### config.mk
export PLATFORM = sky130hd
export DESIGN_NAME = vend_inventory
export DESIGN_NICKNAME = d
export VERILOG_FILES = /design/src/rtl/vend_inventory.sv
export SDC_FILE = /design/constraint.sdc
export NUM_CORES = 1
export LEC_CHECK = 0
export ABC_AREA = 1
export CORE_MARGIN = 2
export CORE_UTILIZATION = 40
export DETAILED_ROUTE_END_ITERATION = 8
export GPL_TIMING_DRIVEN = 0
export SLEW_MARGIN = 20
export SYNTH_ARGS = -nofsm -noshare
export SYNTH_HDL_FRONTEND = slang
export SYNTH_SLANG_ARGS = --single-unit
### constraint.sdc
create_clock -name clk -period 2.5 [get_ports clk]
set_clock_uncertainty 0.15 [all_clocks]
set_input_delay 0.375 -clock clk [delete_from_list [all_inputs] [get_ports clk]]
set_output_delay 0.375 -clock clk [all_outputs]
set_load 0.02 [all_outputs]
### src/rtl/vend_inventory.sv
// vend_inventory
// Per-product stock store for the vending machine. Each product slot has one
// stock count in a single-port RAM. A small FSM runs every dispense or restock
// request as a read followed by a check and a write. It reports the result and
// keeps registered sold-out and low-stock flags for each slot.
//
// Ports:
//   clk            single clock, rising edge
//   rst            synchronous active-high reset
//   product        slot addressed by dispense_req / restock_req
//   dispense_req   remove one item (held until acknowledged)
//   restock_req    add restock_qty items (held until acknowledged)
//   restock_qty    items to add
//   busy           FSM not idle
//   dispense_ok    pulse: item removed
//   dispense_fail  pulse: slot was empty, nothing changed
//   restock_done   pulse: restock written
//   last_product   slot of the most recent completed operation
//   last_stock     post-operation stock of last_product
//   sold_out       bit i = slot i stock is 0
//   low_stock      bit i = slot i stock in 1..LOW_THRESH
module vend_inventory #(
    parameter int NUM_PRODUCTS = 4,
    parameter int STOCK_W      = 4,
    parameter int INIT_STOCK   = 10,
    parameter int LOW_THRESH   = 2,
    localparam int PW          = $clog2(NUM_PRODUCTS)
) (
    input  logic                    clk,
    input  logic                    rst,
    input  logic [PW-1:0]           product,
    input  logic                    dispense_req,
    input  logic                    restock_req,
    input  logic [STOCK_W-1:0]      restock_qty,
    output logic                    busy,
    output logic                    dispense_ok,
    output logic                    dispense_fail,
    output logic                    restock_done,
    output logic [PW-1:0]           last_product,
    output logic [STOCK_W-1:0]      last_stock,
    output logic [NUM_PRODUCTS-1:0] sold_out,
    output logic [NUM_PRODUCTS-1:0] low_stock
);

    typedef enum logic [1:0] {INIT, IDLE, DCHK, RCHK} state_t;

    localparam logic [STOCK_W-1:0] MAX_V     = '1;
    localparam logic [STOCK_W-1:0] INIT_V    = STOCK_W'(INIT_STOCK);
    localparam logic [STOCK_W-1:0] LOW_V     = STOCK_W'(LOW_THRESH);
    localparam logic [PW-1:0]      LAST_SLOT = PW'(NUM_PRODUCTS - 1);
    localparam logic               INIT_SOLD = (INIT_V == '0);
    localparam logic               INIT_LOW  = (INIT_V != '0) && (INIT_V <= LOW_V);

    state_t                    state_reg;
    logic [PW-1:0]             ptr_reg;
    logic [PW-1:0]             prod_reg;
    logic [STOCK_W-1:0]        qty_reg;
    logic [STOCK_W-1:0]        rd_data_reg;
    logic                      busy_reg;
    logic                      ok_reg;
    logic                      fail_reg;
    logic                      done_reg;
    logic [PW-1:0]             last_product_reg;
    logic [STOCK_W-1:0]        last_stock_reg;
    logic [NUM_PRODUCTS-1:0]   sold_reg;
    logic [NUM_PRODUCTS-1:0]   low_reg;

    logic [STOCK_W-1:0]        stock_mem [NUM_PRODUCTS];

    logic [STOCK_W:0]          sum_next;
    logic [STOCK_W-1:0]        stock_next;
    logic [PW-1:0]             slot_next;
    logic                      flag_we_next;
    logic                      wr_en_next;
    logic                      rd_en_next;
    logic [NUM_PRODUCTS-1:0]   slot_hit_next;

    // stock_next is the value the slot holds after this cycle's operation.
    // A failed dispense writes nothing, but the slot's flags are still
    // refreshed from the (zero) stock it read.
    always_comb begin
        sum_next     = {1'b0, rd_data_reg} + {1'b0, qty_reg};
        stock_next   = rd_data_reg;
        slot_next    = prod_reg;
        flag_we_next = 1'b0;
        wr_en_next   = 1'b0;
        rd_en_next   = 1'b0;
        if (!rst) begin
            case (state_reg)
                INIT: begin
                    slot_next    = ptr_reg;
                    stock_next   = INIT_V;
                    flag_we_next = 1'b1;
                    wr_en_next   = 1'b1;
                end
                IDLE: rd_en_next = dispense_req | restock_req;
                DCHK: begin
                    flag_we_next = 1'b1;
                    if (rd_data_reg != '0) begin
                        stock_next = rd_data_reg - STOCK_W'(1);
                        wr_en_next = 1'b1;
                    end
                end
                RCHK: begin
                    flag_we_next = 1'b1;
                    wr_en_next   = 1'b1;
                    stock_next   = sum_next[STOCK_W] ? MAX_V : sum_next[STOCK_W-1:0];
                end
                default: ;
            endcase
        end
    end

    // Stock RAM: synchronous write and registered read. A read and a write never
    // happen in the same cycle, so a single port is enough.
    always_ff @(posedge clk) begin
        if (wr_en_next)
            stock_mem[slot_next] <= stock_next;
        if (rd_en_next)
            rd_data_reg <= stock_mem[product];
    end

    genvar gi;
    generate
        for (gi = 0; gi < NUM_PRODUCTS; gi++) begin : g_slot_hit
            assign slot_hit_next[gi] = flag_we_next && (slot_next == PW'(gi));
        end
    endgenerate

    always_ff @(posedge clk) begin
        if (rst) begin
            sold_reg <= {NUM_PRODUCTS{INIT_SOLD}};
            low_reg  <= {NUM_PRODUCTS{INIT_LOW}};
        end else begin
            for (int i = 0; i < NUM_PRODUCTS; i++) begin
                if (slot_hit_next[i]) begin
                    sold_reg[i] <= (stock_next == '0);
                    low_reg[i]  <= (stock_next != '0) && (stock_next <= LOW_V);
                end
            end
        end
    end

    always_ff @(posedge clk) begin
        if (rst) begin
            state_reg        <= INIT;
            ptr_reg          <= '0;
            prod_reg         <= '0;
            qty_reg          <= '0;
            busy_reg         <= 1'b1;
            ok_reg           <= 1'b0;
            fail_reg         <= 1'b0;
            done_reg         <= 1'b0;
            last_product_reg <= '0;
            last_stock_reg   <= '0;
        end else begin
            ok_reg   <= 1'b0;
            fail_reg <= 1'b0;
            done_reg <= 1'b0;
            case (state_reg)
                INIT: begin
                    ptr_reg <= ptr_reg + PW'(1);
                    if (ptr_reg == LAST_SLOT) begin
                        ptr_reg   <= '0;
                        state_reg <= IDLE;
                        busy_reg  <= 1'b0;
                    end
                end
                IDLE: begin
                    prod_reg <= product;
                    // Dispense wins; a losing restock stays asserted and is
                    // taken on a later visit to IDLE.
                    if (dispense_req) begin
                        state_reg <= DCHK;
                        busy_reg  <= 1'b1;
                    end else if (restock_req) begin
                        qty_reg   <= restock_qty;
                        state_reg <= RCHK;
                        busy_reg  <= 1'b1;
                    end
                end
                DCHK: begin
                    ok_reg           <= (rd_data_reg != '0);
                    fail_reg         <= (rd_data_reg == '0);
                    last_product_reg <= prod_reg;
                    last_stock_reg   <= stock_next;
                    state_reg        <= IDLE;
                    busy_reg         <= 1'b0;
                end
                RCHK: begin
                    done_reg         <= 1'b1;
                    last_product_reg <= prod_reg;
                    last_stock_reg   <= stock_next;
                    state_reg        <= IDLE;
                    busy_reg         <= 1'b0;
                end
                default: begin
                    state_reg <= INIT;
                    ptr_reg   <= '0;
                    busy_reg  <= 1'b1;
                end
            endcase
        end
    end

    assign busy          = busy_reg;
    assign dispense_ok   = ok_reg;
    assign dispense_fail = fail_reg;
    assign restock_done  = done_reg;
    assign last_product  = last_product_reg;
    assign last_stock    = last_stock_reg;
    assign sold_out      = sold_reg;
    assign low_stock     = low_reg;

endmodule

* Word level (Yosys, flattened, before mapping)
Memories as Yosys holds them, arrays and structs flattened. A register that Yosys moved wholly into a read port is not among the register bits. Index checks and enable logic that the tools add are counted.
Storage, ports and cells: memory bits (writable) 16, memories kept 1, logic and storage cells 77, flip-flop bits (word level) 28
Operators by class: muxes and demuxes 25, reduce and logical (&&, ||, !) cells 17, $add $sub $neg 3, bitwise gates (word level) 3, order comparisons 1, eq/ne operators 9
Memory list:
- stock_mem | depth 4, width 4, rd ports 1, clocked after Yosys merged registers in 1, wr ports 1, RTL line 68 | logic [STOCK_W-1:0] stock_mem [NUM_PRODUCTS];
Operator list (count):
- 1-bit two-way mux | 12
- 2-bit two-way mux | 6
- 4-bit two-way mux | 3
- 4-bit one-hot mux with 3 select lines | 1
- 2-bit == test (second input constant) | 5
- 4-bit zero test | 2
- 4-bit nonzero test | 2
- 2-bit one-hot mux with 3 select lines | 1
- 2-bit OR reduction | 3
- 4-bit by 4-bit adder with 5-bit output | 1
- 1-bit logical AND | 5
- 2-bit by 1-bit == test with 1-bit output (second input constant) | 2
- 4-bit by 2-bit <= comparator with 1-bit output (second input constant) | 1
- 2-bit zero test | 2
- 4-bit by 1-bit subtractor with 4-bit output (second input constant) | 1
- 3-bit inequality test (second input constant) | 1
- 1-bit one-hot mux with 3 select lines | 1
- 3-bit AND reduction | 1
- 3-bit OR reduction | 1
- 2-bit by 1-bit adder with 2-bit output (second input constant) | 1
- 2-bit inequality test (second input constant) | 1
- 1-bit NOT | 2
- 1-bit one-hot mux with 2 select lines | 1
- 2-bit AND reduction | 1
- 1-bit OR | 1

* Longest topological paths before layout
Gate-level depths: netlist of the first run.
depth after elaboration 6, gate-level depth with buffers 13, gate-level depth less buffers 13

* Least setup slack after synthesis of the first run
OpenSTA, ideal clock, no wires.
path type reg2reg, from register state_reg[1], to memory stock_mem[1][0], enable pin, data required time 1973 ps, setup slack 366 ps, cell stages (with the launch flop) 7, arrival time 1607 ps, path buffers 1, library setup time 377 ps, cells stage by stage dfxtp_1 > inv_1 > ha_1 > buf_6 > nor2_8 > inv_1 > nor4_1
Between the ends: word-level cells in the longest chain between the ends 6, elaborated cells between the ends (all ways) 10, those cells by class 2 x eq/ne; 6 x mux; 2 x reduce/logical
Ends and longest elaborated chain:
- from (decl) | RTL line 54 | state_t state_reg;
- from (signal assigned) | RTL line 146 | state_reg <= INIT;
- from (signal assigned) | RTL line 165 | state_reg <= IDLE;
- from (signal assigned) | RTL line 174 | state_reg <= DCHK;
- 2-bit == test or 2-bit zero test (tied branches) | RTL line 89 | case (state_reg)
- 2-bit OR reduction (no line)
- 1-bit one-hot mux with 2 select lines | RTL line 89
- 1-bit two-way mux | RTL line 88 | if (!rst) begin
- 1-bit two-way mux | RTL line 117 | if (wr_en_next)
- 1-bit two-way mux (implied by the code) | RTL line 118 | stock_mem[slot_next] <= stock_next;
- to (decl) | RTL line 68
Several ways; a longest one is shown, not always the timed one.

* Worst setup path in the final report of the first run
from register rd_data_reg[1], read port of stock_mem, to memory stock_mem[1][0], enable pin
Between the ends: word-level cells in the longest chain between the ends 6
Ends and longest elaborated chain:
- from (decl) | RTL line 58 | logic [STOCK_W-1:0] rd_data_reg;
- 4-bit nonzero test | RTL line 99 | if (rd_data_reg != '0) begin
- 1-bit two-way mux | RTL line 99
- 1-bit one-hot mux with 2 select lines | RTL line 89
- 1-bit two-way mux | RTL line 88
- 1-bit two-way mux | RTL line 117
- 1-bit two-way mux (implied by the code) | RTL line 118
No other way between the ends.

==> results of run 1 <==
[routing by layer]
layer  wire length [um]  global-route usage (%)
met5                  0                       0
met4                 82                    6.61
met3                278                    4.44
met2               2190                    25.2
met1               2280                    21.7
[through the flow]
stage | std cells | instance area [um2]
2_1_floorplan | 267 | 2390
3_3_place_gp | 367 | 2730
3_5_place_dp | 367 | 2730
4_1_cts | 375 | 2830
5_1_grt | 375 | 2840
6_report | 375 | 2840
[layout make-up]
cell class / instances / share of cell area [%]
clock inverter: 2 / 0.441
buffer: 5 / 1.19
tap: 75 / 3.31
timing repair buffer: 25 / 8.81
inverter: 39 / 5.24
clock buffer: 6 / 2.56
sequential: 48 / 40.9
multi-input combinational: 175 / 37.5
[kinds of logic (layout without fill, tap and decap cells)]
| family | Yosys count | after routing | synth area share (%) |
|---|---|---|---|
| AND/OR/NAND/NOR | 103 | 103 | 22.1 |
| AO/OA/AOI/OAI | 60 | 60 | 15.2 |
| flip-flops | 48 | 48 | 48.6 |
| buffers and inverters | 44 | 77 | 7.64 |
| adder cells (fa/ha/maj) | 11 | 11 | 6.07 |
| XOR/XNOR | 1 | 1 | 0.367 |
[critical path: cells and delay by family, from the launching register on]
family | cells | cell delay, ns
AND/OR/NAND/NOR | 2 | 0.64
adder cells (fa/ha/maj) | 1 | 0.25
AO/OA/AOI/OAI | 1 | 0.32
buffers and inverters | 1 | 0.12
flip-flops | 1 | 0.47
[what timing repair did]
action / in CTS / in global routing
resized for setup: 2 / 2
endpoints found under the setup margin: 8 / 4
hold buffers: 0 / 0
[layout by cell type, fill, tap and decap left out, drive strengths merged]
master and instances:
nand2 40, nor2 38, inv 36, o21ai 32
dfxtp 28, clkdlybuf4s50 25, a21oi 23, edfxtp 20
nand3 15, ha 10, clkbuf 9, o22ai 4
clkinv 4, nor3 4, buf 2, nor4 2
nand4 2, xor2 1, nand3b 1, nor3b 1
a211oi 1, fa 1, clkinvlp 1
[power groups by stage]
stage | combinational (mW) | clock (mW) | sequential (mW)
after floorplan | 0.736 | 0 | 1.20
after global placement | 1.10 | 0 | 1.14
after detailed placement | 1.11 | 0 | 1.14
after CTS | 1.13 | 0.465 | 1.12
after global routing | 1.27 | 0.493 | 1.14
final | 1.13 | 0.454 | 1.12
[worst max-delay path by stage]
| stage | startpoint | cells past startpoint | endpoint |
|---|---|---|---|
| floorplan | state_reg[1]$_SDFFE_PP0P_ | 6 | stock_mem[1][0]$_DFFE_PP_ |
| global placement | rd_data_reg[1]$_DFFE_PP_ | 5 | stock_mem[3][2]$_DFFE_PP_ |
| detailed placement | rd_data_reg[1]$_DFFE_PP_ | 5 | stock_mem[1][3]$_DFFE_PP_ |
| CTS | rd_data_reg[1]$_DFFE_PP_ | 5 | stock_mem[2][0]$_DFFE_PP_ |
| global route | rd_data_reg[1]$_DFFE_PP_ | 5 | stock_mem[3][0]$_DFFE_PP_ |
| finish | rd_data_reg[1]$_DFFE_PP_ | 5 | stock_mem[1][0]$_DFFE_PP_ |
==> impl_metrics.csv, run 1 <==
group,metric,value,unit
route,dr.pass1.iters,4,
cells_and_area,layout-drive-gt1-share,14.3,%
outcome,status,"finished, final reports clean",
synth,syn_area,2390,um2
cells_and_area,fin_util,48.5,%
synth,synthCells,267,
placed_design,gp_congestion,0.833,
setup_path,required,2.29,ns
floorplan,initial_utilization,40.8,%
cells_and_area,syn_to_final_growth,18.8,%
cells_and_area,fin_nets,320,
clock_network,cts_buffer_depth,2,
global_route,grt_pass1_vias,1775,
pwr,power_switching,1.07,mW
worst_hold_path,min_path_cells,2,
synth,yosys.area.top_type,"edfxtp_1",
clock_network,tritoncts,"built",
placed_design,dpl_worst_slack,-0.0482,ns
route,detail-route-antenna-nets,0,
cells_and_area,multi_input_area,1070,um2
clock_network,postCtsSetupRepairBufs,0,
cells_and_area,largest_reg_flops,16,
placed_design,portBuffers,25,
sta,holdWs,0.169,ns
route,wire_per_inst,12.9,um
floorplan,rows,28,
sta,slew_headroom,50.0,%
sta,layout_setup_ws,0.180,ns
route,initialDrtViolationCount,91,
clock_network,cts_buffers,5,
pwr,comb_power_share,41.8,%
setup_path,cpPeakStageDelay,0.47,ns
synth,synth_edf_count,20,
floorplan,die_h,81.3,um
sta,min_period_over_period,92.8,%
synth,yosysUniqueCellTypes,34,
pwr,power.leakage,1.11,nW
synth,async_reset_ff_share,0,%
setup_path,r2r-end,"stock_mem[1][0]$_DFFE_PP_",
sta,setup_viol,0,
sta,final_max_slew_viol_count,0,
setup_path,cp-end-kind,"flop",
pwr,p_total,2.70,mW
sta,fmax,431,MHz
floorplan,die_area,6610,um2
global_route,grt_pass1_wl,8120,um
global_route,grt_max_degree,16,
synth,synth_ff_type,"dfxtp_1",
synth,ys_seq_elements,48,
synth,syn_nets,288,
worst_hold_path,hold_class,"primary input to flop",
clock_network,h-tree-depth,2,
sta,finalHoldViolCount,0,
worst_hold_path,hp-start,"rst",
route,vias,1843,
sta,worstMarginPinSlew,0.749,ns
global_route,grt.overflow.total,0,
cells_and_area,largest-register,"stock_mem",
synth,seq_area_frac_synth,48.6,%
floorplan,io_pins,28,
sta,rsz0062_at_grt,"false",
worst_hold_path,hold_path_end,"dispense_ok$_SDFF_PP0_",
setup_path,rrSetupSlack,0.18,ns
route,via_per_inst,4.91,
sta,tns,0,ns
route,drcViolationCount,0,
pwr,power_frac_seq,41.4,%
setup_path,crit_fanout,5,
cells_and_area,diodes,0,
setup_path,worstPathArrival,2.11,ns
pwr,swShare,39.7,%
synth,synth_top_area_share,25.1,%
setup_path,worstPathCellList,"inv_1 -> ha_1 -> a21oi_1 -> nor2_1 -> nor4_2",
cells_and_area,seqCellArea,1160,um2
floorplan,fp.dieW,81.3,um
clock_network,clkLatencyLatePin,0.30,ns
synth,synth.avg_cell_area,8.95,um2
setup_path,ff2ff_path_depth,5,
floorplan,fp.coreArea,5850,um2
synth,synthTopCellsByArea,"edfxtp_1, dfxtp_1, o21ai_0",
pwr,vdd_ir_drop_max,0.000425,V
setup_path,setup.worst_path.start_class,"flop",
pwr,power.internal,1.63,mW
synth,synth_commonest_cells,"inv_1, nor2_1, nand2_1",
setup_path,crit_type,"flop to flop",
synth,yosysWarnings,0,
cells_and_area,fillCellCount,575,
setup_path,crit_slowest_cell,"edfxtp_1",
global_route,grt_antenna_before_repair,0,
route,drt-total-wl,4830,um
pwr,clock_power_share,16.8,%
clock_network,clk_pin_slew,0.09,ns
sta,fin_crit,2.32,ns
placed_design,dp_hpwl,3650,um
pwr,p_per_area,952,nW/um2
clock_network,cts_root_buf,"clkbuf_8",
global_route,grt_use_total,16.4,%
clock_network,clock_sinks,48,
flow_run,drv_cap,0,
setup_path,r2r_start,"rd_data_reg[1]$_DFFE_PP_",
Note: power is estimated with default switching activity, not from simulation.
==> run 2: changes to the inputs <==
--- a/config.mk
+++ b/config.mk
@@ -6,6 +6,7 @@
 export NUM_CORES = 1
 export LEC_CHECK = 0
 export ABC_AREA = 1
+export CORE_ASPECT_RATIO = 0.7
 export CORE_MARGIN = 2
 export CORE_UTILIZATION = 40
 export DETAILED_ROUTE_END_ITERATION = 8
==> impl_metrics.csv, run 2 (synthesis gave the netlist of run 1 again) <==
group,metric,value,unit
outcome,status,"finished, final reports clean",
global_route,grt_max_degree,16,
floorplan,die_area,6620,um2
cells_and_area,design_area,2920,um2
cells_and_area,diodes,0,
floorplan,fp.coreArea,5760,um2
floorplan,io_pins,28,
global_route,grt_antenna_before_repair,0,
global_route,grt.overflow.total,0,
sta,tns,0,ns
setup_path,ff2ff_path_depth,5,
sta,final_max_slew_viol_count,0,
cells_and_area,fin_nets,320,
clock_network,ctsHoldBuffers,0,
setup_path,crit_type,"flop to flop",
placed_design,dpl_cell_area,2730,um2
clock_network,clk_pin_slew,0.09,ns
clock_network,h-tree-depth,2,
setup_path,r2r-end,"stock_mem[1][2]$_DFFE_PP_",
cells_and_area,layout_common_cells,"inv_1, nor2_1, nand2_1",
worst_hold_path,min_path_cells,2,
setup_path,worstPathCellList,"inv_1 -> ha_1 -> a21oi_1 -> nor2_1 -> nor4_2",
cells_and_area,largest_reg_flops,16,
route,drt-total-wl,5150,um
sta,worstMarginPinSlew,0.772,ns
setup_path,worstPathArrival,2.23,ns
placed_design,portBuffers,25,
sta,setup_viol,0,
worst_hold_path,hold_class,"primary input to flop",
clock_network,cts_buffer_depth,2,
cells_and_area,largest-register,"stock_mem",
route,detail-route-antenna-nets,0,
clock_network,cts_buffers,5,
worst_hold_path,hp-start,"rst",
setup_path,crit_fanout,5,
sta,fmax,412,MHz
floorplan,fp.dieW,96.4,um
floorplan,rows,23,
cells_and_area,syn_to_final_growth,22.1,%
sta,rsz0062_at_grt,"true",
route,vias,1848,
clock_network,postCtsSetupRepairBufs,0,
clock_network,clock_sinks,48,
clock_network,clkLatencyLatePin,0.31,ns
cells_and_area,fin_util,50.7,%
placed_design,gp_congestion,0.807,
sta,slew_headroom,48.4,%
setup_path,setup.worst_path.start_class,"flop",
sta,fin_crit,2.43,ns
pwr,p_per_area,1040,nW/um2
cells_and_area,layout-drive-gt1-share,14.3,%
route,via_per_inst,4.93,
setup_path,required,2.30,ns
global_route,grt_pass1_vias,1704,
sta,min_period_over_period,97.2,%
setup_path,rrSetupSlack,0.07,ns
placed_design,dpl_worst_slack,-0.215,ns
route,drcViolationCount,0,
floorplan,initial_utilization,41.5,%
setup_path,crit_slowest_cell,"nor4_2",
setup_path,cp-end-kind,"flop",
pwr,power.leakage,1.15,nW
route,dr.pass1.iters,4,
clock_network,cts_root_buf,"clkbuf_8",
flow_run,drv_cap,0,
global_route,grt_pass1_wl,8390,um
setup_path,r2r_start,"rd_data_reg[1]$_DFFE_PP_",
floorplan,die_h,68.7,um
clock_network,tritoncts,"built",
placed_design,dp_hpwl,3820,um
sta,finalHoldViolCount,0,
global_route,grt_use_total,17.1,%
pwr,vdd_ir_drop_max,0.000568,V
route,wire_per_inst,13.7,um
sta,layout_setup_ws,0.0710,ns
cells_and_area,fillCellCount,567,
route,initialDrtViolationCount,113,
worst_hold_path,hold_path_end,"restock_done$_SDFF_PP0_",
setup_path,cpPeakStageDelay,0.52,ns
run 2: worst max-delay path by stage:
stage	start	endpoint	slack, ns	cells past startpoint
after floorplan	state_reg[1]$_SDFFE_PP0P_	stock_mem[1][0]$_DFFE_PP_	0.37	6
after global placement	rd_data_reg[1]$_DFFE_PP_	stock_mem[3][2]$_DFFE_PP_	-0.20	5
after detailed placement	rd_data_reg[1]$_DFFE_PP_	stock_mem[3][2]$_DFFE_PP_	-0.21	5
after CTS	rd_data_reg[1]$_DFFE_PP_	stock_mem[1][2]$_DFFE_PP_	-0.19	5
after global routing	rd_data_reg[1]$_DFFE_PP_	stock_mem[3][1]$_DFFE_PP_	-0.03	5
final	rd_data_reg[1]$_DFFE_PP_	stock_mem[1][2]$_DFFE_PP_	0.07	5
run 2: where the power goes:
| part | switching (mW) | internal [mW] | total (mW) |
|---|---|---|---|
| sequential | 0.0906 | 1.03 | 1.12 |
| clock | 0.269 | 0.500 | 0.769 |
| combinational | 0.745 | 0.408 | 1.15 |
run 2: critical path: cells and delay by family (launching register included):
kind / cells / cell delay [ns]
AOI/OAI and AO/OA: 1 / 0.37
DFF: 1 / 0.46
buffers and inverters: 1 / 0.12
and+or+nand+nor: 2 / 0.72
adders and majority gates: 1 / 0.25
run 2: per-layer routing:
metal	part of all wire (%)	vias up	track usage [%]
li1	-	951	-
met2	42	33	25.6
met3	4.6	7	3.59
met1	52	857	25.1
met5	0	-	0
met4	0.91	0	4.75
run 2: what timing repair did:
action,4_1_cts,5_1_grt
endpoints found under the hold margin,0,0
resized for setup,0,4
setup endpoints to repair,8,18
run 2: through the flow:
| step | power, mW | hold WS, ns | std cells |
|---|---|---|---|
| after global routing | 3.23 | 0.168 | 375 |
| final | 3.04 | 0.163 | 375 |
| after floorplan | 1.93 | 0.291 | 267 |
| after detailed placement | 2.26 | 0.291 | 367 |
| after CTS | 3.04 | 0.163 | 375 |
| after global placement | 2.25 | 0.292 | 367 |
run 2: layout make-up:
cell class,count,area [um2],share of cell area [%]
timing repair buffer,25,250,8.58
tap,75,93.8,3.22
clock inverter,3,90.1,3.09
inverter,39,149,5.10
sequential,48,1160,39.8
clock buffer,5,68.8,2.36
buffer,5,33.8,1.16
multi-input combinational,175,1070,36.7
==> run 3: changes to the inputs <==
--- a/config.mk
+++ b/config.mk
@@ -6,6 +6,7 @@
 export NUM_CORES = 1
 export LEC_CHECK = 0
 export ABC_AREA = 1
+export ABC_CLOCK_PERIOD_IN_PS = 2500
 export CORE_ASPECT_RATIO = 0.7
 export CORE_MARGIN = 2
 export CORE_UTILIZATION = 40
==> results of run 3 <==
Same layout as run 2: the final DEF is identical, and so are final timing and power.
